===== config.mk =====
export PLATFORM = sky130hd
export DESIGN_NAME = rst_sync_gen
export DESIGN_NICKNAME = d
export VERILOG_FILES = /design/src/rtl/rst_sync_gen.sv
export SDC_FILE = /design/constraint.sdc
export NUM_CORES = 1
export LEC_CHECK = 0
export CORE_MARGIN = 2
export CORE_UTILIZATION = 47
export DETAILED_ROUTE_END_ITERATION = 10
export PLACE_DENSITY = 0.71
export SLEW_MARGIN = 20
export SYNTH_ARGS = -nofsm -noshare
export SYNTH_HDL_FRONTEND = slang
export SYNTH_SLANG_ARGS = --single-unit

===== constraint.sdc =====
create_clock -name CLK -period 1.5 [get_ports CLK]
set_clock_uncertainty 0.05 [all_clocks]
set_input_delay 0.225 -clock CLK [delete_from_list [all_inputs] [get_ports CLK]]
set_output_delay 0.225 -clock CLK [all_outputs]
set_load 0.01 [all_outputs]

===== src/rtl/rst_sync_gen.sv =====
// Reset generator for downstream RN pins. The output asserts asynchronously and releases synchronously.
// Release is held off by a stretch counter, by HOLD, and by a software reset handshake.
module rst_sync_gen #(
  parameter int SYNC_STAGES    = 2,
  parameter int STRETCH_CYCLES = 16,
  parameter int CNT_W          = 8
) (
  input  logic       CLK,
  input  logic       RN,
  input  logic       HOLD,
  input  logic       SW_RST_REQ,
  output logic       SW_RST_ACK,
  output logic       RSTN_OUT,
  output logic [1:0] RST_STATE
);

  localparam logic [1:0] S_ASSERT  = 2'd0;
  localparam logic [1:0] S_STRETCH = 2'd1;
  localparam logic [1:0] S_RUN     = 2'd2;
  localparam logic [1:0] S_SWRST   = 2'd3;

  localparam logic [CNT_W-1:0] CNT_LAST = CNT_W'(STRETCH_CYCLES - 1);

  logic [SYNC_STAGES-1:0] r_sync;
  logic [1:0]             r_state;
  logic [CNT_W-1:0]       r_cnt;
  logic                   r_rstn;
  logic                   r_ack;

  logic                   w_sync_out;
  logic [1:0]             w_state_nxt;
  logic [CNT_W-1:0]       w_cnt_nxt;
  logic                   w_rstn_nxt;
  logic                   w_ack_nxt;

  always_ff @(posedge CLK or negedge RN) begin
    if (!RN) r_sync <= '0;
    else     r_sync <= {r_sync[SYNC_STAGES-2:0], 1'b1};
  end

  assign w_sync_out = r_sync[SYNC_STAGES-1];

  always_comb begin
    w_state_nxt = r_state;
    w_cnt_nxt   = r_cnt;
    w_rstn_nxt  = r_rstn;
    // ACK drops once the requester has lowered REQ; it is only set on SWRST completion.
    w_ack_nxt   = r_ack & SW_RST_REQ;
    case (r_state)
      S_ASSERT: begin
        w_rstn_nxt = 1'b0;
        if (w_sync_out && !HOLD) begin
          w_state_nxt = S_STRETCH;
          w_cnt_nxt   = '0;
        end
      end
      S_STRETCH: begin
        w_rstn_nxt = 1'b0;
        if (HOLD) begin
          w_cnt_nxt = '0;
        end else if (r_cnt == CNT_LAST) begin
          w_state_nxt = S_RUN;
          w_rstn_nxt  = 1'b1;
        end else begin
          w_cnt_nxt = r_cnt + CNT_W'(1);
        end
      end
      S_RUN: begin
        w_rstn_nxt = 1'b1;
        if (HOLD) begin
          w_state_nxt = S_ASSERT;
          w_rstn_nxt  = 1'b0;
        end else if (SW_RST_REQ && !r_ack) begin
          w_state_nxt = S_SWRST;
          w_cnt_nxt   = '0;
          w_rstn_nxt  = 1'b0;
        end
      end
      S_SWRST: begin
        w_rstn_nxt = 1'b0;
        // HOLD aborts without ACK so a still-pending request is re-honored later.
        if (HOLD) begin
          w_state_nxt = S_ASSERT;
        end else if (r_cnt == CNT_LAST) begin
          w_state_nxt = S_RUN;
          w_rstn_nxt  = 1'b1;
          w_ack_nxt   = 1'b1;
        end else begin
          w_cnt_nxt = r_cnt + CNT_W'(1);
        end
      end
      default: begin
        w_state_nxt = S_ASSERT;
        w_rstn_nxt  = 1'b0;
      end
    endcase
  end

  always_ff @(posedge CLK or negedge RN) begin
    if (!RN) begin
      r_state <= S_ASSERT;
      r_cnt   <= '0;
      r_rstn  <= 1'b0;
      r_ack   <= 1'b0;
    end else begin
      r_state <= w_state_nxt;
      r_cnt   <= w_cnt_nxt;
      r_rstn  <= w_rstn_nxt;
      r_ack   <= w_ack_nxt;
    end
  end

  assign RSTN_OUT   = r_rstn;
  assign SW_RST_ACK = r_ack;
  assign RST_STATE  = r_state;

endmodule


==> summary.md <==
| Metric | Value |
|---|---|
| Status | finished with violations |
| Failing checks | setup timing |
| First-pass GRT wire length | 2810 µm |
| YS warnings | 0 |
| Power Total | 0.000946 W |
| Clock share of power | 29.0% |
| R2r setup slk | -110 ps |
| Kind of launch point of the worst setup path | register |
| 1st-iter DRT viols | 24 |
| Hold Buf Count CTS | 0 |
| Setup ws final | -113 ps |
| Final Cycle Share | 108% |
| Post-route cell area | 1040 µm² |
| Inserted Clock Buffers | 3 |
| Synth-to-Final Area Change | 50.7% |
| Die span in x | 42.4 µm |
| Synth cell count leaders | 14 x dfrtp_1, 8 x a21oi_1, 5 x nand2_1, 5 x nor2_1 |
| Vias in the first global route | 655 |
| Max Clk Rate | 0.620 GHz |
| Chip height | 42.4 µm |
| # IOs | 8 |
| Initial antenna violation count | 0 |
| H-tree Lvls | 1 |
| Die area | 1800 µm² |
| Final hold viol count | 0 |
| Initial Util | 52.0% |
| Largest stage delay, worst path | 440 ps |
| Slew headroom | 64.3% |
| Top-count cell post-synth | dfrtp_1 |
| Post-synth top area share | 50.5% |
| Worst path arrival time | 1750 ps |
| Max_cap viols | 0 |
| Min Tclk post-route | 1610 ps |
| Worst-skew pair later-pin latency | 290 ps |
| Total track usage | 21.2% |
| Vias per std cell | 5.60 |
| Routed WL | 1730 µm |
| Post-DR wirelength/cell | 14.7 µm |
| Slowest stage cell, crit path | or3_4 |
| Post-DP HPWL | 1220 µm |
| # rows | 13 |
| ANT nets after route | 0 |
| Adder-cell share of the synthesized area | 1.81% |
| Logic pwr share | 24.0% |
| Via count | 661 |
| Core Region | 1330 µm² |
| Final #Nets | 109 |
| Seq pwr share | 46.9% |
| Largest net degree at the start of global routing | 15 |
| Worst hold slack | 185 ps |
| Switching part of the total power | 27.2% |
| Crit Path Max Fanout | 4 |
| Worst slew pin tran | 532 ps |
| Yosys top cell by area | dfrtp_1 |
| Clock transition at the registers of the reported paths | 90 ps |
| Final Max Tran Viols | 0 |
| Simple-Gate Fraction of Synth Area | 23.3% |
| I/O Buffers | 7 |
| Compound-gate portion of the synthesized area | 20.4% |
| Inserted Diodes | 0 |
| Syn Inst Count | 70 |
| P_int | 0.000689 W |
| Post-synth EDFFs | 0 |
| Unrepaired setup endpoints after global routing | true |
| Prevailing post-synth register cell | dfrtp_1 |
| Post-route DRC | 0 |
| Total gr overflow | 0 |
| Post-Syn Area | 693 µm² |
| RD Place Congestion | 0.814 |
| Data required, critical path | 1640 ps |
| Fraction of registers with async set/reset | 100% |
| Netlist cell types | 31 |
| Placed inst area | 925 µm² |
| Peak supply drop | 911 µV |
| Worst Setup Path Type | reg -> reg |
| Syn avg cell area | 9.90 µm² |
| Max Buffers Root-to-Sink | 2 |
| Share of layout cells above drive strength 1 | 38.8% |
| Clock Sinks | 14 |
| Syn nets | 75 |
| Drt pass-1 iters | 4 |
| Hold WC Path Type | in -> async |
| P_sw | 0.000257 W |
| Seq cells post-synth | 14 |
| LEAKAGE | 0.499 nW |
| Largest family of logic cells by synthesized area | simple AND/OR/NAND/NOR gates |
| CP Cell Sequence | or3_4 -> o21a_4 -> and3_4 -> a211o_1 |
| Post-synthesis mux area share | 0% |
| XOR/XNOR Fraction of Synth Area | 1.26% |
| CTS Root Cell | clkbuf_4 |
| Final setup viols | 3 |
| Critical path endpoint category | register |
| TritonCTS clock tree | built |
| Power Density | 906 nW/µm² |
| Top cells by area, synth | dfrtp_1 51%, a21oi_1 5.8%, nor2b_1 3.6% |
| Filler cell count | 94 |
| Post-synthesis sequential area ratio | 50.5% |
==> final timing paths <==
kind / start / end / depth (start not counted)
setup / recovery: r_cnt[6] / r_cnt[7] / 4
hold / removal: RN / RSTN_OUT / 2
setup reg to reg: r_cnt[6] / r_cnt[7] / 4
hold reg to reg: r_sync[0] / r_sync[1] / 0
max in group asynchronous: RN / r_cnt[4] / 2
min in group CLK: r_sync[0] / r_sync[1] / 0
==> metrics by stage <==
step           worst slack, ps  setup TNS (ps)  utilization [%]  std cells
4_1_cts                  -62.9            -160             73.5        116
3_3_place_gp              -249           -1860             69.3        110
6_report                  -113            -200             78.3        118
3_5_place_dp              -381           -2550             69.3        110
5_1_grt                   -162            -646             78.3        118
2_1_floorplan            -44.1           -44.1                -         70
==> cells in the final DEF, fill, tap and decap left out, drive strengths merged, types with 3 or more instances in the layout <==
cell and n:
a21oi 8, nand2 5, o21ai 3, inv 4, clkdlybuf4s50 4, nor2 5, clkbuf 4, buf 22
nor2b 4, dfrtp 14
==> critical path, delay by kind of cell, from the launching register on <==
family             cells  cell delay [ps]
and+or+nand+nor        2              600
DFF                    1              390
AOI/OAI and AO/OA      2              460
==> what timing repair did <==
action | in CTS | in global routing
buffers inserted | 2 | 2
setup endpoints to repair | 7 | 13
pin swaps | 2 | 8
gates resized for setup | 4 | 15
==> state kept, by name, summed over array words and instances, names as in the netlist <==
| signal | count |
|---|---|
| RSTN_OUT | 1 |
| RST_STATE | 2 |
| SW_RST_ACK | 1 |
| r_cnt | 8 |
| r_sync | 2 |
==> cell families (layout without fill, tap and decap cells) <==
kind of cell,count (synthesis),count (layout)
simple gates,28,28
compound gates,21,21
fa+ha+maj,1,1
flops,14,14
buf+inv,4,37
other cells,1,1
xor+xnor,1,1
==> power by group through the flow <==
stage               combinational, W  sequential, W  clock [W]
floorplan                  0.0000809       0.000455          0
global placement            0.000187       0.000452          0
global route                0.000265       0.000451   0.000293
CTS                         0.000201       0.000444   0.000277
detailed placement          0.000197       0.000452          0
finish                      0.000228       0.000444   0.000275
==> routing by layer <==
metal | global-route usage [%] | part of all wire, %
met1 | 23.8 | 41
met2 | 35.7 | 50
met3 | 7.76 | 5.1
met4 | 9.38 | 3.7
met5 | 0 | 0
==> area by class of cell <==
cell class	instances	area [µm²]	share of cell area [%]
repair buffers	29	239	22.9
flip-flops and latches	14	350	33.5
inverters	4	15.0	1.44
well taps	15	18.8	1.80
clock buffers	4	36.3	3.47
multi-input cells	52	385	36.9
(Power assumes the default switching activity.)
